### src/rtl/prog_loader.sv
// Boot loader: streams a length-prefixed, little-endian word image into mproc memory while holding mproc in reset.
// Writes land one cycle after each word's high byte (>=3 cycles/word); byte_ready drops in WRITE/RUN/ERR to stall the source.
module prog_loader #(
  parameter int ADDR_W = 7,
  parameter int DATA_W = 16,
  parameter int DEPTH  = 128
) (
  input  logic              clk,
  input  logic              reset,
  input  logic              byte_valid,
  input  logic [7:0]        byte_data,
  output logic              byte_ready,
  input  logic              reload,
  input  logic [ADDR_W-1:0] cpu_addr,
  output logic [ADDR_W-1:0] mem_addr,
  output logic [DATA_W-1:0] mem_wdata,
  output logic              mem_we,
  output logic              cpu_reset,
  output logic              done,
  output logic              err
);

  typedef enum logic [2:0] {
    LEN_LO, LEN_HI, DAT_LO, DAT_HI, WRITE, RUN, ERR
  } state_t;

  localparam logic [15:0] MAX_LEN = 16'(DEPTH);

  state_t              state, state_nxt;
  logic [15:0]         len, len_nxt;
  logic [ADDR_W-1:0]   cnt, cnt_nxt;
  logic [DATA_W-1:0]   word, word_nxt;

  logic                xfer;
  logic [15:0]         hdr;
  logic                last_word;

  assign xfer      = byte_valid & byte_ready;
  assign hdr       = {byte_data, len[7:0]};
  assign last_word = (16'(cnt) == len - 16'd1);

  always_ff @(posedge clk or posedge reset) begin
    if (reset) begin
      state <= LEN_LO;
      len   <= '0;
      cnt   <= '0;
      word  <= '0;
    end else begin
      state <= state_nxt;
      len   <= len_nxt;
      cnt   <= cnt_nxt;
      word  <= word_nxt;
    end
  end

  always_comb begin
    state_nxt  = state;
    len_nxt    = len;
    cnt_nxt    = cnt;
    word_nxt   = word;
    byte_ready = 1'b0;
    mem_we     = 1'b0;
    mem_addr   = cnt;
    mem_wdata  = '0;
    cpu_reset  = 1'b1;
    done       = 1'b0;
    err        = 1'b0;

    case (state)
      LEN_LO: begin
        byte_ready = 1'b1;
        if (xfer) begin
          len_nxt   = {len[15:8], byte_data};
          state_nxt = LEN_HI;
        end
      end
      LEN_HI: begin
        byte_ready = 1'b1;
        if (xfer) begin
          if (hdr == 16'd0 || hdr > MAX_LEN) begin
            state_nxt = ERR;
          end else begin
            len_nxt   = hdr;
            cnt_nxt   = '0;
            state_nxt = DAT_LO;
          end
        end
      end
      DAT_LO: begin
        byte_ready = 1'b1;
        if (xfer) begin
          word_nxt  = {word[DATA_W-1:8], byte_data};
          state_nxt = DAT_HI;
        end
      end
      DAT_HI: begin
        byte_ready = 1'b1;
        if (xfer) begin
          word_nxt  = {byte_data, word[7:0]};
          state_nxt = WRITE;
        end
      end
      WRITE: begin
        mem_we    = 1'b1;
        mem_wdata = word;
        // cnt stops at len-1, so it never exceeds DEPTH-1 and cannot wrap
        if (last_word) begin
          state_nxt = RUN;
        end else begin
          cnt_nxt   = cnt + 1'b1;
          state_nxt = DAT_LO;
        end
      end
      RUN: begin
        cpu_reset = 1'b0;
        done      = 1'b1;
        mem_addr  = cpu_addr;
        if (reload) begin
          len_nxt   = '0;
          cnt_nxt   = '0;
          state_nxt = LEN_LO;
        end
      end
      ERR: begin
        err = 1'b1;
        if (reload) begin
          len_nxt   = '0;
          cnt_nxt   = '0;
          state_nxt = LEN_LO;
        end
      end
      default: state_nxt = LEN_LO;
    endcase
  end

endmodule

### config.mk
export PLATFORM = sky130hd
export DESIGN_NAME = prog_loader
export DESIGN_NICKNAME = d
export VERILOG_FILES = /design/src/rtl/prog_loader.sv
export SDC_FILE = /design/constraint.sdc
export NUM_CORES = 1
export LEC_CHECK = 0
export ABC_AREA = 1
export CORE_UTILIZATION = 40
export DETAILED_ROUTE_END_ITERATION = 8
export GPL_ROUTABILITY_DRIVEN = 0
export GPL_TIMING_DRIVEN = 0
export PLACE_DENSITY_LB_ADDON = 0.15
export SYNTH_ARGS = -nofsm -noshare
export SYNTH_HDL_FRONTEND = slang
export SYNTH_SLANG_ARGS = --single-unit
### constraint.sdc
create_clock -name clk -period 1.96 [get_ports clk]
set_input_delay 0.294 -clock clk [delete_from_list [all_inputs] [get_ports clk]]
set_output_delay 0.294 -clock clk [all_outputs]
set_load 0.01 [all_outputs]
======== After elaboration in Yosys (flattened, before gate mapping) ========
Cells that the tools add are included.
operators by class
  equal/unequal tests ..................... 14
  reduce and logical (&&, ||, !) cells .... 14
  bitwise gates (word level) .............. 5
  div/mod/pow operators ................... 0
  add/subtract/negate cells ............... 2
  $mul .................................... 0
  shifts and indexed selects .............. 0
  magnitude comparators ................... 1
  multiplexer cells ....................... 27
operator list
  kind                                                                              count
  16-bit two-way mux                                                                5
  16-bit case mux with 3 select lines                                               1
  7-bit two-way mux                                                                 5
  16-bit case mux with 2 select lines                                               1
  3-bit two-way mux                                                                 7
  7-bit case mux with 3 select lines                                                1
  3-bit case mux with 6 select lines                                                1
  7-bit by 16-bit == test with 1-bit output                                         1
  16-bit by 8-bit greater-than comparator with 1-bit output, second input constant  1
  16-bit logical NOT                                                                1
  16-bit by 1-bit subtractor with 16-bit output, second input constant              1
  5-bit AND reduction                                                               3
  2-bit != test, second input constant                                              6
  3-bit == test, second input constant                                              3
  8-bit two-way mux                                                                 1
  7-bit by 1-bit adder with 7-bit output, second input constant                     1
  3-bit by 2-bit == test with 1-bit output, second input constant                   2
  3-bit AND reduction                                                               2
  1-bit two-way mux                                                                 5
  1-bit NOT                                                                         4
  4-bit AND reduction                                                               1
  2-bit nonzero test                                                                2
  4-bit OR reduction                                                                1
  3-bit by 1-bit == test with 1-bit output, second input constant                   1
  other kinds (6)                                                                   6
word-level totals
  output and inout port bits .............. 28
  memories kept ........................... 0
  logic and storage cells ................. 69
  bits in latches ......................... 0
  register bits after elaboration ......... 42
  ROM bits ................................ 0
  bits in writable memories ............... 0

======== Logic depth before layout (Yosys ltp) ========
Gate-level depths: netlist (run 1).
  depth in word-level cells ............... 6
  mapped depth ............................ 16

======== Worst setup path after synthesis (run 1) ========
Ideal clock, no wire load.
  path kind ............................... flip-flop to output port
  start point ............................. register state[1]
  end point ............................... output port mem_wdata[10]
  arrival time ............................ 1.637 ns
  required time ........................... 1.666 ns
  path slack .............................. 0.029 ns
  path buffers ............................ 2
  stages on the path, launching flop included .. 8
  cell sequence ........................... dfrtp_1 nor2_1 inv_1 nor2_1 inv_1 buf_2 buf_2 nor2_1
on the way
  cells in the longest elaborated chain, start to end .. 2
RTL lines
  element                 RTL line  source
  from (decl)             29        state_t state, state_nxt;
  from (signal assigned)  49        state <= state_nxt;
  3-bit == test           69        case (state)
  16-bit two-way mux      69
  to (decl)               16        output logic [DATA_W-1:0] mem_wdata,
No other way between the ends.

======== Worst setup path after layout (run 1) ========
  start point ............................. register len[1]
  end point ............................... register state[1]
on the way
  cells in the longest elaborated chain, start to end .. 4
RTL lines
  element                                        RTL line  source
  from (decl)                                    30        logic [15:0] len, len_nxt;
  from (signal assigned)                         50        len <= len_nxt;
  16-bit by 1-bit subtractor with 16-bit output  40        assign last_word = (16'(cnt) == len - 16'd1);
  7-bit by 16-bit == test with 1-bit output      40
  3-bit two-way mux                              107       if (last_word) begin
  3-bit case mux with 6 select lines             69
No other way between the ends.
A chain may end at the register's enable or synchronous reset.

==> flow_summary.toml, run 1 <==
[status]
status = "finished with violations"
failed_checks = "design-rule violations, negative setup slack"

[global_route]
grt_pass1_wl_mm = 11.9
grt_pass1_vias = 2677
grt_max_degree = 43
grt_overflow_total = 0
grtUsageTotal = 0.207
antenna_found_initial = 0

[sta]
setup_violations = 6
post-route-period-util = 1.01
final.setup_skew_ns = 0.00987
slew_violations = 0
fin_ws_ns = -0.0130
hold_viol = 0
fin_crit_ns = 1.97
rsz0062_at_grt = "true"
max_freq_mhz = 507
fin_tns_setup_ns = -0.0318
worst-slew-pin-transition_ns = 0.877
fin_hold_ws_ns = 0.490
slew_headroom = 0.415

[die]
start_util = 0.420
fp.dieArea_um2 = 7120
die_y_um = 84.4
row_count = 29
fp.coreArea_um2 = 6460
die_w_um = 84.4
io_pins = 47

[finish]
fin_nets = 499
final_core_util = 0.562
postLayoutCellArea_um2 = 3630
antenna_cells = 0
drive_gt1_frac = 0.223
area_growth_pct = 33.7

[drt]
post-route-drc-count = 2
ant_nets = 0
wl_mm = 6.76
avgViaCountPerCell = 4.83
drt_iter0_drc = 97
wl_per_cell_um = 12.2
via_count = 2685
dr.pass1.iters = 6

[synth]
yosysWarnings = 0
synthFlopType = "dfrtp_1"
synth-seq-cells = 42
synthArstFlopShare = 1.00
netlist_area_um2 = 2710
yosys.area_share.xor_xnor = 0.0129
ys_top_cells_by_count = "nand2_1, inv_1, nor2_1, dfrtp_1, o21ai_0"
synth-edff-count = 0
synth_top_family_by_area = "simple AND/OR/NAND/NOR gates"
synth_fp_nets = 431
yosysSeqAreaShare = 0.387
yosys.area.top_type = "dfrtp_1"
synth_compound_area_frac = 0.0779
synth_area_leaders = "dfrtp_1, nand2_1, inv_1"
synth.most_common_cell = "nand2_1"
synth_simple_gate_area_share = 0.396
synth_cell_types = 27
syn_avg_cell_area_um2 = 6.62
synth_top_area_frac = 0.387
synth_fa_ha_area_frac = 0.00922
synth.area.mux_share = 0
synth_cells = 410

[run]
drv_cap = 0

[clock_tree]
cts_root_buf = "clkbuf_8"
cts_buffer_depth = 2
clock_sinks = 42
clkTransAtPathRegs_ns = 0.09
clock_latency_ns = 0.30
h-tree-depth = 2
numCtsBuffers = 5
cts_tree = "built"

[worst_setup_path]
crit_required_ns = 2.15
path_class = "register to register"
reg2reg_from = "len[1]$_DFFE_PP0P_"
crit_path_max_fanout = 3
reg2reg_to = "state[1]$_DFFE_PP0P_"
ff2ff_setup_slack_ns = -0.01
crit_path_end_kind = "register"
worstRegToRegCells = 16
cp-start-kind = "register"
critical_path_arrival_ns = 2.16

[power_and_ir_drop]
fin_total_pwr_mw = 4.79
power_density_nw_per_um2 = 1320
p_leak_nw = 1.90
ir_drop_mv = 0.851

[hold_path]
whs_path_depth = 2
hold_path_class = "register to register"
holdCritStartpoint = "word[7]$_DFFE_PP0P_"
hold-path-endpoint = "word[7]$_DFFE_PP0P_"

[placed_design]
postPlaceCellArea_um2 = 3270
dp_hpwl_mm = 5.00
io_buffer_count = 46
[metal layers]
layer	global-route usage	wire [um]	vias to the layer above
li1	-	-	1403
met1	0.273	3160	1219
met2	0.359	3220	53
met3	0.0285	278	10
met4	0.0555	98	0
met5	0	0	-
[metrics by stage]
| stage | setup WS (ns) | cells |
|---|---|---|
| final | -0.0130 | 556 |
| after global routing | -0.154 | 556 |
| after CTS | -0.0414 | 550 |
| after detailed placement | -0.648 | 533 |
| after global placement | -0.640 | 533 |
| after floorplan | 0.0285 | 410 |
[worst max-delay path by stage]
stage	from	to	slack, ns	cells past startpoint
2_1_floorplan	state[1]$_DFFE_PP0P_	mem_wdata[10]	0.03	7
3_3_place_gp	state[1]$_DFFE_PP0P_	mem_wdata[11]	-0.64	8
3_5_place_dp	state[1]$_DFFE_PP0P_	mem_wdata[11]	-0.65	8
4_1_cts	state[1]$_DFFE_PP0P_	mem_wdata[3]	-0.04	8
5_1_grt	len[1]$_DFFE_PP0P_	state[1]$_DFFE_PP0P_	-0.15	16
6_report	len[1]$_DFFE_PP0P_	state[1]$_DFFE_PP0P_	-0.01	16
[repair_timing]
action                     in CTS  in global routing
buffers inserted               10                  5
gates resized for setup        93                 58
pin swaps                       2                 17
gates cloned                    0                  2
setup endpoints to repair      43                 43
hold buffers                    0                  0
[critical path, cell delays in order (launching register included)]
cell,delay [ns]
dfrtp_1,0.41
inv_2,0.09
ha_4,0.20
nand2_2,0.06
inv_2,0.03
nor2_2,0.09
nand2_1,0.05
nor2_1,0.11
nand3_1,0.10
nor2_1,0.11
nand2_1,0.09
nor2_4,0.17
nand2_1,0.10
nand2_1,0.07
nand2_1,0.06
nand2_1,0.06
nand2_1,0.05
[registers in the layout (all words and copies together) (netlist names)]
name   flops
len       16
word      16
cnt        7
state      3
[final cells by class]
| class | instances | area [um^2] |
|---|---|---|
| Fill cell | 653 | 2830 |
| Multi-Input combinational cell | 288 | 1500 |
| Sequential cell | 42 | 1050 |
| Timing Repair Buffer | 62 | 538 |
| Inverter | 73 | 278 |
| Tap cell | 77 | 96.3 |
| Clock buffer | 6 | 72.6 |
| Buffer | 6 | 52.6 |
| Clock inverter | 2 | 37.5 |
[power breakdown]
group | internal (mW) | switching [mW]
clock | 0.380 | 0.304
sequential | 1.14 | 0.262
combinational | 1.07 | 1.64
[logic make-up (layout without fill, tap and decap cells)]
group | count (synthesis) | count (layout)
compound gates | 39 | 39
xor+xnor | 4 | 4
fa+ha+maj | 2 | 2
buf+inv | 81 | 149
flops | 42 | 42
simple gates | 242 | 243
[cells in the final DEF (no fill, tap or decap), types with 12 or more instances in the layout]
cell / count
nand2_1: 118
inv_1: 60
nor2_1: 44
dfrtp_1: 39
o21ai_0: 25
nand3_1: 23
clkdlybuf4s50_1: 19
nor2_4: 15
buf_2: 13
inv_2: 12
Power figures use the tool's default switching activity.
==> inputs of run 2 (changes only) <==
CORE_UTILIZATION = 48   (was 40)
==> flow_summary.toml, run 2 (synthesized netlist as in run 1, its figures left out) <==
[power_and_ir_drop]
switchingPower_mw = 2.21
p_leak_nw = 1.89
power.internal_mw = 2.56
swShare = 0.463
clock_power_share = 0.109
p_comb_frac = 0.600
pwr-share-seq = 0.291
power_density_nw_per_um2 = 1340
ir_drop_mv = 0.759

[global_route]
grt_pass1_vias = 2646
grt_max_degree = 43
grt_pass1_wl_mm = 11.5
grtUsageTotal = 0.243
antenna_found_initial = 0
grt_overflow_total = 0

[finish]
mostFrequentLayoutCells = "nand2_1, inv_1, nor2_1"
antenna_cells = 0
area_growth_pct = 31.2
final_common_cell = "nand2_1"
fin_nets = 503
final_core_util = 0.650
reg_top3 = "len (16), word (16), cnt (7)"
drive_gt1_frac = 0.203

[sta]
max_freq_mhz = 511
slew_violations = 0
fin_ws_ns = 0.00424
post-route-period-util = 0.998
setup_violations = 0
worst-slew-pin-transition_ns = 0.848
fin_tns_setup_ns = 0
rsz0062_at_grt = "true"
fin_crit_ns = 1.96
final.setup_skew_ns = 0.00692
slew_headroom = 0.434
hold_viol = 0

[worst_setup_path]
cp-start-kind = "register"
crit_required_ns = 2.15
crit_path_end_kind = "register"
critical_path_arrival_ns = 2.14
crit_path_max_fanout = 5
path_class = "register to register"

[clock_tree]
cts_root_buf = "clkbuf_8"
cts_buffer_depth = 2
ctsHoldBuffers = 0
clkTransAtPathRegs_ns = 0.08
clock_latency_ns = 0.29
h-tree-depth = 2
numCtsBuffers = 5
clock_sinks = 42
cts_tree = "built"

[die]
die_y_um = 77.2
row_count = 27
io_pins = 47
die_w_um = 77.2
start_util = 0.496
fp.dieArea_um2 = 5960
fp.coreArea_um2 = 5470

[drt]
via_count = 2831
post-route-drc-count = 0
avgViaCountPerCell = 5.11
dr.pass1.iters = 5
ant_nets = 0
wl_mm = 6.99
wl_per_cell_um = 12.6
drt_iter0_drc = 223

[placed_design]
dp_hpwl_mm = 4.87
place_ws_ns = -0.611
io_buffer_count = 46

[hold_path]
hold_path_class = "register to register"

[run]
drv_cap = 0

[status]
status = "completed"
run 2: metrics by stage:
step           std cells  instance area [um^2]  hold WS, ns  total power, mW
2_1_floorplan        410                  2710        0.443             3.00
3_3_place_gp         528                  3260        0.468             3.57
3_5_place_dp         528                  3260        0.474             3.64
4_1_cts              544                  3430        0.492             4.37
5_1_grt              554                  3560        0.521             5.22
6_report             554                  3560        0.489             4.77
run 2: routing by layer:
layer | vias up | part of all wire | global-route usage
met5 | - | 0 | 0
met4 | 0 | 0.026 | 0.113
met3 | 19 | 0.047 | 0.0500
met2 | 97 | 0.48 | 0.400
met1 | 1311 | 0.45 | 0.303
li1 | 1404 | - | -
run 2: what timing repair did:
action                     4_1_cts  5_1_grt
cloned                           0        1
pin swaps                        3       11
resized for setup               92       40
setup endpoints to repair       44       54
buffers inserted                 9       11
run 2: final timing paths:
kind,startpoint,endpoint,slack [ns],depth (start not counted)
min reg2reg,word[12]$_DFFE_PP0P_,word[12]$_DFFE_PP0P_,0.49,2
max in group asynchronous,reset,len[5]$_DFFE_PP0P_,0.88,2
max reg2reg,len[6]$_DFFE_PP0P_,state[1]$_DFFE_PP0P_,0.004,14
min,word[12]$_DFFE_PP0P_,word[12]$_DFFE_PP0P_,0.49,2
max,len[6]$_DFFE_PP0P_,state[1]$_DFFE_PP0P_,0.004,14
min in group asynchronous,reset,word[13]$_DFFE_PP0P_,0.50,2
run 2: layout make-up:
class / instances / area, um^2
Buffer: 6 / 61.3
Clock buffer: 7 / 76.3
Inverter: 73 / 277
Fill cell: 519 / 1910
Multi-Input combinational cell: 288 / 1450
Sequential cell: 42 / 1060
Tap cell: 72 / 90.1
Timing Repair Buffer: 66 / 549
run 2: power groups by stage:
stage	logic (mW)	registers, mW	clock network, mW
floorplan	1.67	1.33	0
global placement	2.19	1.39	0
detailed placement	2.25	1.39	0
CTS	2.46	1.37	0.533
global route	3.21	1.43	0.577
finish	2.86	1.39	0.521
run 2: worst max-delay path: stages (launching register included):
cell and delay, ns:
dfrtp_1 0.45, nor2_2 0.19, nand2_1 0.13, nor2_4 0.17, nand2_1 0.06, nand2_1 0.06
nand2_1 0.05, nor2_1 0.10, nand2_1 0.10, nor2_4 0.17, nand2_1 0.12, nand2_1 0.09
nand2_1 0.06, nand2_1 0.06, nand2_1 0.05
==> inputs of run 3 (changes only) <==
SETUP_SLACK_MARGIN = 0.02   (was unset)
==> flow_summary.toml, run 3 (synthesized netlist as in run 1, its figures left out) <==
[worst_setup_path]
cpMaxStageDelayCell = "dfrtp_1"
worst-path-buf-inv = 2
path_class = "register to register"
slowest_delay_ns = 0.41
path_common_cell = "nand2_1"
critical_path_arrival_ns = 2.17
ff2ff_setup_slack_ns = -0.02
cp_top_family = "simple AND/OR/NAND/NOR gates"
reg2reg_to = "cnt[0]$_DFFE_PP0P_"
worstRegToRegCells = 13
worstPathCellList = "inv_2, ha_4, nand2_4, inv_2, nand3_1, nand2_1, nand3_2, o21ai_2, nand2_2, nor2_4, nand3_4, nand2_1, nand2_1"
crit_path_end_kind = "register"
cp-start-kind = "register"
crit_path_max_fanout = 7
reg2reg_from = "len[1]$_DFFE_PP0P_"
crit_required_ns = 2.15

[power_and_ir_drop]
p_leak_nw = 1.88
power_density_nw_per_um2 = 1340
ir_drop_mv = 0.743

[clock_tree]
clkTransAtPathRegs_ns = 0.07
cts_root_buf = "clkbuf_8"
cts_tree = "built"
h-tree-depth = 2
numCtsBuffers = 5
cts_buffer_depth = 2
ctsHoldBuffers = 0
clock_latency_ns = 0.30
clock_sinks = 42

[placed_design]
dp_hpwl_mm = 4.87
place_ws_ns = -0.611
io_buffer_count = 46

[die]
die_y_um = 77.2
io_pins = 47
row_count = 27
fp.dieArea_um2 = 5960
die_w_um = 77.2
fp.coreArea_um2 = 5470
start_util = 0.496

[global_route]
grt_max_degree = 43
grt_pass1_vias = 2652
grt_overflow_total = 0
grt_pass1_wl_mm = 11.5
grtUsageTotal = 0.243
antenna_found_initial = 0

[drt]
dr.pass1.iters = 7
post-route-drc-count = 0
wl_per_cell_um = 12.6
wl_mm = 6.97
via_count = 2825
ant_nets = 0
avgViaCountPerCell = 5.11
drt_iter0_drc = 212

[sta]
fin_ws_ns = -0.0172
fin_hold_ws_ns = 0.486
final.setup_skew_ns = 0.00694
post-route-period-util = 1.01
max_freq_mhz = 506
setup_violations = 2
slew_headroom = 0.438
fin_crit_ns = 1.98
rsz0062_at_grt = "true"
hold_viol = 0
worst-slew-pin-transition_ns = 0.841
slew_violations = 0

[finish]
fin_nets = 502
final_core_util = 0.646
reg_top3 = "len (16), word (16), cnt (7)"
area_growth_pct = 30.2
drive_gt1_frac = 0.220
final_common_cell = "nand2_1"
antenna_cells = 0
mostFrequentLayoutCells = "nand2_1, inv_1, nor2_1"

[hold_path]
hold_path_class = "input port to asynchronous set/reset pin"

[status]
status = "finished with violations"
failed_checks = "negative setup slack"

[run]
drv_cap = 0
==> run 3: changes by cell type in the layout (fill, tap and decap cells not counted), moves of 2 or more <==
cell             change
buf_2                +3
buf_4                -2
clkbuf_2             +2
clkdlybuf4s15_1      -6
dfrtp_1              -2
dfrtp_2              +2
nand2_2              +2
==> run 3: layer usage <==
metal	GRT usage	routed length, um	up-vias
met3	0.0500	370	17
li1	-	-	1401
met5	0	0	-
met1	0.302	3090	1312
met4	0.113	173	0
met2	0.403	3340	95
==> run 3: timing repair <==
item | CTS | global route
setup endpoints to repair | 44 | 57
buffers inserted | 10 | 8
cloned | 0 | 1
pin swaps | 3 | 12
gates resized for setup | 99 | 47
==> run 3: report_power, final <==
| group | internal [mW] | switching (mW) | leakage (nW) | total [mW] |
|---|---|---|---|---|
| clock | 0.245 | 0.281 | 0.0383 | 0.526 |
| sequential | 1.14 | 0.254 | 0.542 | 1.40 |
| combinational | 1.15 | 1.67 | 1.30 | 2.83 |
| total | 2.54 | 2.21 | 1.88 | 4.75 |
==> run 3: through the flow <==
stage | TNS (ns) | total power, mW | std cells | cell area, um^2
detailed placement | -12.63 | 3.64 | 528 | 3260
finish | -0.0240 | 4.75 | 553 | 3530
global route | -1.53 | 5.16 | 553 | 3530
CTS | 0 | 4.38 | 545 | 3430
global placement | -18.69 | 3.57 | 528 | 3260
floorplan | 0 | 3.00 | 410 | 2710
==> run 3: cell type report <==
class / instances / area, um^2
Timing Repair Buffer: 64 / 514
Sequential cell: 42 / 1060
Multi-Input combinational cell: 288 / 1450
Fill cell: 526 / 1940
Tap cell: 72 / 90.1
Inverter: 73 / 279
Buffer: 7 / 66.3
Clock buffer: 7 / 76.3
==> run 3: how the worst max path moves through the flow <==
stage | start | endpoint | slack (ns) | cells after the start
after floorplan | state[1]$_DFFE_PP0P_ | mem_wdata[10] | 0.03 | 7
after global placement | state[1]$_DFFE_PP0P_ | mem_wdata[14] | -0.61 | 8
after detailed placement | state[1]$_DFFE_PP0P_ | mem_wdata[9] | -0.61 | 8
after CTS | state[1]$_DFFE_PP0P_ | mem_addr[0] | 0.01 | 7
after global routing | len[5]$_DFFE_PP0P_ | cnt[0]$_DFFE_PP0P_ | -0.15 | 13
final | len[1]$_DFFE_PP0P_ | cnt[0]$_DFFE_PP0P_ | -0.02 | 13
